--- src/rtl/axi_lite_reg_bridge_if.sv ---
// AXI4-Lite bundle carrying the AW/W/B/AR/R channels, with master and slave views.
interface AXI_LITE #(
  parameter int unsigned AXI_ADDR_WIDTH = 32,
  parameter int unsigned AXI_DATA_WIDTH = 32
);
  logic [AXI_ADDR_WIDTH-1:0]   aw_addr;
  logic [2:0]                  aw_prot;
  logic                        aw_valid;
  logic                        aw_ready;
  logic [AXI_DATA_WIDTH-1:0]   w_data;
  logic [AXI_DATA_WIDTH/8-1:0] w_strb;
  logic                        w_valid;
  logic                        w_ready;
  logic [1:0]                  b_resp;
  logic                        b_valid;
  logic                        b_ready;
  logic [AXI_ADDR_WIDTH-1:0]   ar_addr;
  logic [2:0]                  ar_prot;
  logic                        ar_valid;
  logic                        ar_ready;
  logic [AXI_DATA_WIDTH-1:0]   r_data;
  logic [1:0]                  r_resp;
  logic                        r_valid;
  logic                        r_ready;

  modport Master (
    output aw_addr, aw_prot, aw_valid, w_data, w_strb, w_valid, b_ready,
           ar_addr, ar_prot, ar_valid, r_ready,
    input  aw_ready, w_ready, b_resp, b_valid, ar_ready, r_data, r_resp, r_valid
  );

  modport Slave (
    input  aw_addr, aw_prot, aw_valid, w_data, w_strb, w_valid, b_ready,
           ar_addr, ar_prot, ar_valid, r_ready,
    output aw_ready, w_ready, b_resp, b_valid, ar_ready, r_data, r_resp, r_valid
  );
endinterface

--- src/rtl/axi_lite_reg_bridge.sv ---
// AXI4-Lite slave to single-beat valid/ready register bus; request launches one cycle after its buffers fill.
// AW/W/AR readys drop while their one-entry buffer is full; the reg bus waits on reg_ready_i or the optional timeout.
module axi_lite_reg_bridge #(
  parameter int unsigned AXI_ADDR_WIDTH = 32,
  parameter int unsigned AXI_DATA_WIDTH = 32,
  parameter int unsigned TIMEOUT_CYCLES = 0
) (
  input  logic                        clk_i,
  input  logic                        rst_i,
  AXI_LITE.Slave                      slv,
  output logic                        reg_valid_o,
  input  logic                        reg_ready_i,
  output logic                        reg_write_o,
  output logic [AXI_ADDR_WIDTH-1:0]   reg_addr_o,
  output logic [AXI_DATA_WIDTH-1:0]   reg_wdata_o,
  output logic [AXI_DATA_WIDTH/8-1:0] reg_wstrb_o,
  input  logic [AXI_DATA_WIDTH-1:0]   reg_rdata_i,
  input  logic                        reg_error_i
);

  localparam int unsigned STRB_W = AXI_DATA_WIDTH / 8;
  localparam int unsigned LSB    = $clog2(STRB_W);
  localparam int unsigned CNT_W  = (TIMEOUT_CYCLES > 0) ? $clog2(TIMEOUT_CYCLES + 1) : 1;
  localparam logic [CNT_W-1:0] CNT_LAST =
    (TIMEOUT_CYCLES > 0) ? CNT_W'(TIMEOUT_CYCLES - 1) : '0;
  localparam logic [AXI_ADDR_WIDTH-1:0] ADDR_MASK = {{(AXI_ADDR_WIDTH-LSB){1'b1}}, {LSB{1'b0}}};

  localparam logic [1:0] RESP_OKAY   = 2'b00;
  localparam logic [1:0] RESP_SLVERR = 2'b10;
  localparam logic [1:0] RESP_DECERR = 2'b11;

  typedef enum logic [1:0] {IDLE, ACCESS, WRESP, RRESP} state_e;

  typedef struct packed {
    logic                      write;
    logic [AXI_ADDR_WIDTH-1:0] addr;
    logic [AXI_DATA_WIDTH-1:0] wdata;
    logic [STRB_W-1:0]         wstrb;
  } reg_req_t;

  state_e                    state_q, state_d;
  logic                      prio_wr_q, prio_wr_d;
  logic                      aw_full_q, aw_full_d;
  logic [AXI_ADDR_WIDTH-1:0] aw_addr_q, aw_addr_d;
  logic                      w_full_q, w_full_d;
  logic [AXI_DATA_WIDTH-1:0] w_data_q, w_data_d;
  logic [STRB_W-1:0]         w_strb_q, w_strb_d;
  logic                      ar_full_q, ar_full_d;
  logic [AXI_ADDR_WIDTH-1:0] ar_addr_q, ar_addr_d;
  logic                      aw_ready_q, aw_ready_d;
  logic                      w_ready_q, w_ready_d;
  logic                      ar_ready_q, ar_ready_d;
  logic                      reg_valid_q, reg_valid_d;
  reg_req_t                  req_q, req_d;
  logic [CNT_W-1:0]          cnt_q, cnt_d;
  logic                      b_valid_q, b_valid_d;
  logic [1:0]                b_resp_q, b_resp_d;
  logic                      r_valid_q, r_valid_d;
  logic [1:0]                r_resp_q, r_resp_d;
  logic [AXI_DATA_WIDTH-1:0] r_data_q, r_data_d;

  logic       wr_pend, rd_pend, launch_wr, launch_rd;
  logic [1:0] resp;
  logic       unused_prot;

  assign unused_prot = ^{slv.aw_prot, slv.ar_prot};

  always_comb begin
    state_d     = state_q;
    prio_wr_d   = prio_wr_q;
    aw_full_d   = aw_full_q;
    aw_addr_d   = aw_addr_q;
    w_full_d    = w_full_q;
    w_data_d    = w_data_q;
    w_strb_d    = w_strb_q;
    ar_full_d   = ar_full_q;
    ar_addr_d   = ar_addr_q;
    reg_valid_d = reg_valid_q;
    req_d       = req_q;
    cnt_d       = cnt_q;
    b_valid_d   = b_valid_q;
    b_resp_d    = b_resp_q;
    r_valid_d   = r_valid_q;
    r_resp_d    = r_resp_q;
    r_data_d    = r_data_q;
    resp        = RESP_OKAY;
    wr_pend     = aw_full_q && w_full_q;
    rd_pend     = ar_full_q;
    launch_wr   = 1'b0;
    launch_rd   = 1'b0;

    // Accepting needs ready_q, launching needs full_q, so they never coincide on one buffer.
    if (slv.aw_valid && aw_ready_q) begin
      aw_full_d = 1'b1;
      aw_addr_d = slv.aw_addr & ADDR_MASK;
    end
    if (slv.w_valid && w_ready_q) begin
      w_full_d = 1'b1;
      w_data_d = slv.w_data;
      w_strb_d = slv.w_strb;
    end
    if (slv.ar_valid && ar_ready_q) begin
      ar_full_d = 1'b1;
      ar_addr_d = slv.ar_addr & ADDR_MASK;
    end

    unique case (state_q)
      IDLE: begin
        launch_wr = wr_pend && (prio_wr_q || !rd_pend);
        launch_rd = rd_pend && !launch_wr;
        if (wr_pend && rd_pend) begin
          prio_wr_d = !prio_wr_q;
        end
        if (launch_wr) begin
          aw_full_d   = 1'b0;
          w_full_d    = 1'b0;
          reg_valid_d = 1'b1;
          req_d       = '{write: 1'b1, addr: aw_addr_q, wdata: w_data_q, wstrb: w_strb_q};
          cnt_d       = '0;
          state_d     = ACCESS;
        end else if (launch_rd) begin
          ar_full_d   = 1'b0;
          reg_valid_d = 1'b1;
          req_d       = '{write: 1'b0, addr: ar_addr_q, wdata: '0, wstrb: '0};
          cnt_d       = '0;
          state_d     = ACCESS;
        end
      end
      ACCESS: begin
        if (reg_ready_i) begin
          resp        = reg_error_i ? RESP_SLVERR : RESP_OKAY;
          reg_valid_d = 1'b0;
          req_d       = '0;
          if (req_q.write) begin
            b_valid_d = 1'b1;
            b_resp_d  = resp;
            state_d   = WRESP;
          end else begin
            r_valid_d = 1'b1;
            r_resp_d  = resp;
            r_data_d  = reg_rdata_i;
            state_d   = RRESP;
          end
        end else if (TIMEOUT_CYCLES > 0) begin
          if (cnt_q == CNT_LAST) begin
            reg_valid_d = 1'b0;
            req_d       = '0;
            if (req_q.write) begin
              b_valid_d = 1'b1;
              b_resp_d  = RESP_DECERR;
              state_d   = WRESP;
            end else begin
              r_valid_d = 1'b1;
              r_resp_d  = RESP_DECERR;
              r_data_d  = '0;
              state_d   = RRESP;
            end
          end else begin
            cnt_d = cnt_q + 1'b1;
          end
        end
      end
      WRESP: begin
        if (slv.b_ready) begin
          b_valid_d = 1'b0;
          state_d   = IDLE;
        end
      end
      RRESP: begin
        if (slv.r_ready) begin
          r_valid_d = 1'b0;
          state_d   = IDLE;
        end
      end
      default: state_d = IDLE;
    endcase

    aw_ready_d = !aw_full_d;
    w_ready_d  = !w_full_d;
    ar_ready_d = !ar_full_d;
  end

  always_ff @(posedge clk_i) begin
    if (rst_i) begin
      state_q     <= IDLE;
      prio_wr_q   <= 1'b1;
      aw_full_q   <= 1'b0;
      aw_addr_q   <= '0;
      w_full_q    <= 1'b0;
      w_data_q    <= '0;
      w_strb_q    <= '0;
      ar_full_q   <= 1'b0;
      ar_addr_q   <= '0;
      aw_ready_q  <= 1'b0;
      w_ready_q   <= 1'b0;
      ar_ready_q  <= 1'b0;
      reg_valid_q <= 1'b0;
      req_q       <= '0;
      cnt_q       <= '0;
      b_valid_q   <= 1'b0;
      b_resp_q    <= '0;
      r_valid_q   <= 1'b0;
      r_resp_q    <= '0;
      r_data_q    <= '0;
    end else begin
      state_q     <= state_d;
      prio_wr_q   <= prio_wr_d;
      aw_full_q   <= aw_full_d;
      aw_addr_q   <= aw_addr_d;
      w_full_q    <= w_full_d;
      w_data_q    <= w_data_d;
      w_strb_q    <= w_strb_d;
      ar_full_q   <= ar_full_d;
      ar_addr_q   <= ar_addr_d;
      aw_ready_q  <= aw_ready_d;
      w_ready_q   <= w_ready_d;
      ar_ready_q  <= ar_ready_d;
      reg_valid_q <= reg_valid_d;
      req_q       <= req_d;
      cnt_q       <= cnt_d;
      b_valid_q   <= b_valid_d;
      b_resp_q    <= b_resp_d;
      r_valid_q   <= r_valid_d;
      r_resp_q    <= r_resp_d;
      r_data_q    <= r_data_d;
    end
  end

  assign slv.aw_ready = aw_ready_q;
  assign slv.w_ready  = w_ready_q;
  assign slv.ar_ready = ar_ready_q;
  assign slv.b_valid  = b_valid_q;
  assign slv.b_resp   = b_resp_q;
  assign slv.r_valid  = r_valid_q;
  assign slv.r_resp   = r_resp_q;
  assign slv.r_data   = r_data_q;

  assign reg_valid_o = reg_valid_q;
  assign reg_write_o = req_q.write;
  assign reg_addr_o  = req_q.addr;
  assign reg_wdata_o = req_q.wdata;
  assign reg_wstrb_o = req_q.wstrb;

endmodule

--- src/flat_wrapper.sv ---
// flat-port wrapper written by rule: the top's interface ports become plain ports
module axi_lite_reg_bridge_flat 
#(
  parameter int unsigned AXI_ADDR_WIDTH = 32,
  parameter int unsigned AXI_DATA_WIDTH = 32,
  parameter int unsigned TIMEOUT_CYCLES = 0
)
  (clk_i, rst_i, reg_valid_o, reg_ready_i, reg_write_o, reg_addr_o, reg_wdata_o, reg_wstrb_o, reg_rdata_i, reg_error_i, slv_aw_addr, slv_aw_prot, slv_aw_valid, slv_w_data, slv_w_strb, slv_w_valid, slv_b_ready, slv_ar_addr, slv_ar_prot, slv_ar_valid, slv_r_ready, slv_aw_ready, slv_w_ready, slv_b_resp, slv_b_valid, slv_ar_ready, slv_r_data, slv_r_resp, slv_r_valid);
  AXI_LITE #(.AXI_ADDR_WIDTH(AXI_ADDR_WIDTH), .AXI_DATA_WIDTH(AXI_DATA_WIDTH)) slv_i ();
  input  logic clk_i;
  input  logic rst_i;
  output logic reg_valid_o;
  input  logic reg_ready_i;
  output logic reg_write_o;
  output logic [AXI_ADDR_WIDTH-1:0] reg_addr_o;
  output logic [AXI_DATA_WIDTH-1:0] reg_wdata_o;
  output logic [AXI_DATA_WIDTH/8-1:0] reg_wstrb_o;
  input  logic [AXI_DATA_WIDTH-1:0] reg_rdata_i;
  input  logic reg_error_i;
  input wire logic [$bits(slv_i.aw_addr)-1:0] slv_aw_addr;
  input wire logic [$bits(slv_i.aw_prot)-1:0] slv_aw_prot;
  input wire logic [$bits(slv_i.aw_valid)-1:0] slv_aw_valid;
  input wire logic [$bits(slv_i.w_data)-1:0] slv_w_data;
  input wire logic [$bits(slv_i.w_strb)-1:0] slv_w_strb;
  input wire logic [$bits(slv_i.w_valid)-1:0] slv_w_valid;
  input wire logic [$bits(slv_i.b_ready)-1:0] slv_b_ready;
  input wire logic [$bits(slv_i.ar_addr)-1:0] slv_ar_addr;
  input wire logic [$bits(slv_i.ar_prot)-1:0] slv_ar_prot;
  input wire logic [$bits(slv_i.ar_valid)-1:0] slv_ar_valid;
  input wire logic [$bits(slv_i.r_ready)-1:0] slv_r_ready;
  output wire logic [$bits(slv_i.aw_ready)-1:0] slv_aw_ready;
  output wire logic [$bits(slv_i.w_ready)-1:0] slv_w_ready;
  output wire logic [$bits(slv_i.b_resp)-1:0] slv_b_resp;
  output wire logic [$bits(slv_i.b_valid)-1:0] slv_b_valid;
  output wire logic [$bits(slv_i.ar_ready)-1:0] slv_ar_ready;
  output wire logic [$bits(slv_i.r_data)-1:0] slv_r_data;
  output wire logic [$bits(slv_i.r_resp)-1:0] slv_r_resp;
  output wire logic [$bits(slv_i.r_valid)-1:0] slv_r_valid;
  assign slv_i.aw_addr = slv_aw_addr;
  assign slv_i.aw_prot = slv_aw_prot;
  assign slv_i.aw_valid = slv_aw_valid;
  assign slv_i.w_data = slv_w_data;
  assign slv_i.w_strb = slv_w_strb;
  assign slv_i.w_valid = slv_w_valid;
  assign slv_i.b_ready = slv_b_ready;
  assign slv_i.ar_addr = slv_ar_addr;
  assign slv_i.ar_prot = slv_ar_prot;
  assign slv_i.ar_valid = slv_ar_valid;
  assign slv_i.r_ready = slv_r_ready;
  assign slv_aw_ready = slv_i.aw_ready;
  assign slv_w_ready = slv_i.w_ready;
  assign slv_b_resp = slv_i.b_resp;
  assign slv_b_valid = slv_i.b_valid;
  assign slv_ar_ready = slv_i.ar_ready;
  assign slv_r_data = slv_i.r_data;
  assign slv_r_resp = slv_i.r_resp;
  assign slv_r_valid = slv_i.r_valid;
  axi_lite_reg_bridge #(.AXI_ADDR_WIDTH(AXI_ADDR_WIDTH), .AXI_DATA_WIDTH(AXI_DATA_WIDTH), .TIMEOUT_CYCLES(TIMEOUT_CYCLES)) u_core (.clk_i(clk_i), .rst_i(rst_i), .slv(slv_i), .reg_valid_o(reg_valid_o), .reg_ready_i(reg_ready_i), .reg_write_o(reg_write_o), .reg_addr_o(reg_addr_o), .reg_wdata_o(reg_wdata_o), .reg_wstrb_o(reg_wstrb_o), .reg_rdata_i(reg_rdata_i), .reg_error_i(reg_error_i));
endmodule
--- config.mk ---
export PLATFORM = sky130hd
export DESIGN_NAME = axi_lite_reg_bridge_flat
export DESIGN_NICKNAME = d
export VERILOG_FILES = /design/src/rtl/axi_lite_reg_bridge_if.sv /design/src/rtl/axi_lite_reg_bridge.sv /design/src/flat_wrapper.sv
export SDC_FILE = /design/constraint.sdc
export NUM_CORES = 1
export LEC_CHECK = 0
export ABC_AREA = 1
export CAP_MARGIN = 20
export CORE_ASPECT_RATIO = 1.25
export CORE_MARGIN = 2
export CORE_UTILIZATION = 41
export CTS_CLUSTER_SIZE = 24
export DETAILED_ROUTE_END_ITERATION = 16
export PLACE_DENSITY = 0.73
export SKIP_LAST_GASP = 1
export SLEW_MARGIN = 20
export SYNTH_ARGS = -nofsm -noshare
export SYNTH_HDL_FRONTEND = slang
export SYNTH_SLANG_ARGS = --single-unit
--- constraint.sdc ---
create_clock -name clk_i -period 1.21 [get_ports clk_i]
set_clock_uncertainty 0.1 [all_clocks]
set_input_delay 0.3025 -clock clk_i [delete_from_list [all_inputs] [get_ports clk_i]]
set_output_delay 0.3025 -clock clk_i [all_outputs]
set_load 0.05 [all_outputs]
==> results.sh <==
export IMPL_grt_pass1_wl_um=39900
export IMPL_ctsHtreeMaxLevel=1
export IMPL_power_switching_uw=8380
export IMPL_vdd_ir_drop_worst_mv=1.10
export IMPL_synth_edf_count=0
export IMPL_clk_path_buf_depth=3
export IMPL_drt_wl_total_um=27900
export IMPL_status="finished, violations left"
export IMPL_intPower_uw=16000
export IMPL_ant_nets=0
export IMPL_drt_initial_drc_count=483
export IMPL_cpMaxStageDelayCell="dfxtp_4"
export IMPL_gp_congestion=0.767
export IMPL_layout_drive_gt1_share_pct=43.5
export IMPL_powerDensity_mw_per_mm2=1650
export IMPL_hold_violations=0
export IMPL_cts_tree="yes"
export IMPL_drc_errors=0
export IMPL_grtUsageTotal_pct=24.9
export IMPL_routedWlPerCell_um=17.6
export IMPL_die_w_um=127
export IMPL_clock_sinks=209
export IMPL_grtUsageMet2_pct=46.4
export IMPL_setup_tns_final_ns=-46.52
export IMPL_syn2layout_area_growth_pct=91.4
export IMPL_coreArea_sq_mm=0.0186
export IMPL_dp_final_hpwl_um=15200
export IMPL_async_reset_ff_share_pct=0
export IMPL_synth_top_area_share_pct=54.2
export IMPL_yosysMostFrequentCell="dfxtp_1"
export IMPL_rows=56
export IMPL_busiest_layer="met2"
export IMPL_syn_area_per_cell_sq_um=7.74
export IMPL_cp_start_kind="flop"
export IMPL_finalSetupViolCount=239
export IMPL_cp_data_arrival_time_ns=1.86
export IMPL_worst_path_most_repeated_cell="nand3_4"
export IMPL_grt_max_degree=46
export IMPL_crit_chain="nor2_4 > nand3_4 > nand3_4 > buf_4 > buf_12 > nand2_2 > a21oi_1"
export IMPL_slowest_delay_ns=0.37
export IMPL_synthCells=998
export IMPL_grt_use_met1_pct=27.9
export IMPL_cts_made_buffers=21
export IMPL_critPathTopFamily="simple AND/OR/NAND/NOR gates"
export IMPL_ys_flop_type="dfxtp_1"
export IMPL_violations="negative setup slack"
export IMPL_grt_util_met3_pct=4.28
export IMPL_overflow=0
export IMPL_grt_pass1_vias=7795
export IMPL_ys_types=30
export IMPL_ys_warn_count=0
export IMPL_p_total_uw=24400
export IMPL_hold_class="input port to flop"
export IMPL_switching_share_pct=34.3
export IMPL_path_class="flop to flop"
export IMPL_die_h_um=157
export IMPL_synth_area_leader_cell="dfxtp_1"
export IMPL_finalWorstSetupSlack_ns=-0.343
export IMPL_synth_commonest_cells="dfxtp_1 (209), nor2_1 (207), nand2_1 (168), o21ai_0 (158), a21oi_1 (94)"
export IMPL_post_route_min_period_ns=1.55
export IMPL_portBuffers=243
export IMPL_synth_area_sq_mm=0.00772
export IMPL_vias=8097
export IMPL_period_share_pct=128
export IMPL_seqPwrFrac_pct=33.1
export IMPL_die_area_sq_mm=0.0200
export IMPL_n_fill_cell=1107
export IMPL_p_leak_uw=0.00593
export IMPL_root_buffer="clkbuf_16"
export IMPL_cap_violations=0
export IMPL_antenna_found_initial=1
export IMPL_cp_num_buf_inv=2
export IMPL_postCtsHoldBufs=0
export IMPL_power_frac_comb_pct=40.7
export IMPL_synth_area_leaders="dfxtp_1 (54%), o21ai_0 (10%), nor2_1 (10%)"
export IMPL_ys_seq_area_share_pct=54.2
export IMPL_clk_latency_ns=0.49
export IMPL_ys_ff_latch=209
export IMPL_drt_pass1_iterations=5
export IMPL_rsz0062_at_grt="yes"
export IMPL_routed_via_density=5.11
export IMPL_crit_required_ns=1.51
export IMPL_nNetsFinal=1484
export IMPL_start_util_pct=41.4
export IMPL_drv_slew=0
export IMPL_p_clk_share_pct=26.3
export IMPL_path_clk_slew_ns=0.07
export IMPL_timing_fmax_mhz=644
export IMPL_ios=258
export IMPL_critical_path_max_fanout=7
export IMPL_crit_path_end_kind="flop"
## metal layers
| layer | part of all wire [%] | up-vias |
|---|---|---|
| met5 | 0 | - |
| met2 | 53 | 287 |
| met1 | 37 | 3838 |
| met4 | 3.9 | 0 |
| li1 | - | 3897 |
| met3 | 5.8 | 75 |
## cell type report
cell class	instances	area, sq um	area share (%)
sequential	209	4450	30.1
clock buffer	28	603	4.08
multi-input combinational	676	3860	26.1
antenna	1	2.50	0.0169
tap	232	290	1.96
timing repair buffer	384	5310	35.9
clock inverter	9	72.6	0.491
inverter	45	198	1.34
## sequential cells by signal, indices dropped and copies added, names as in the netlist, 2 cells and up
register and flops:
u_core.reg_wdata_o 32, u_core.state_q 2, u_core.w_strb_q 4, u_core.slv.r_data 32
u_core.ar_addr_q 30, u_core.aw_addr_q 30, u_core.reg_wstrb_o 4, u_core.reg_addr_o 30
u_core.w_data_q 32
## placed cells by master (no fill, tap or decap), drive strengths merged
master	count
and2	1
inv	43
a31oi	1
clkbuf	33
o21ai	162
clkinv	9
buf	244
or2	2
nand3	6
diode	1
o21bai	1
bufinv	1
dfxtp	209
conb	4
clkdlybuf4s50	135
nor2	210
nand2	179
nand4	1
a21oi	105
clkinvlp	1
o22ai	1
nor3	1
nand3b	2
## path summary, 6_finish.rpt
kind	startpoint	end	slack, ns	cells past startpoint
max	u_core.state_q[1]	u_core.reg_addr_o[9]	-0.34	7
min reg2reg	u_core.aw_addr_q[2]	u_core.aw_addr_q[2]	0.35	2
max reg2reg	u_core.state_q[1]	u_core.reg_addr_o[9]	-0.34	7
min	rst_i	u_core.reg_wdata_o[28]	0.12	3
## what timing repair did
| action | CTS | global route |
|---|---|---|
| resized for setup | 283 | 187 |
| pin swaps | 45 | 36 |
| buffers inserted | 25 | 53 |
| setup endpoints to repair | 220 | 228 |
| cloned | 14 | 5 |
## tightest hold or removal path, stage by stage
cell     delay [ns]
buf_4          0.09
buf_4          0.22
a21oi_2        0.04
## power groups by stage
stage	Clock [uW]	Combinational, uW	Sequential, uW
3_3_place_gp	0	6280	8140
4_1_cts	6490	8540	8100
5_1_grt	6770	10400	8130
3_5_place_dp	0	6360	8160
6_report	6400	9930	8060
2_1_floorplan	0	2510	9030
## cells by family after synthesis
kind of cell           synth area share [%]
AND/OR/NAND/NOR                        20.8
AO/OA/AOI/OAI                          18.1
flip-flops                             54.2
buffers and inverters                  6.87
other                                0.0486
## stage by stage
stage	setup slack (ns)	hold WS [ns]	cells	util, %	instance area [sq um]
detailed placement	-0.521	0.338	1457	63.5	11800
global placement	-0.482	0.331	1457	63.5	11800
finish	-0.343	0.121	1584	79.3	14800
CTS	-0.301	0.0968	1533	74.0	13800
floorplan	-0.116	0.324	1001	-	7840
global route	-0.402	0.111	1584	79.3	14800
Power figures use the tool's default switching activity.
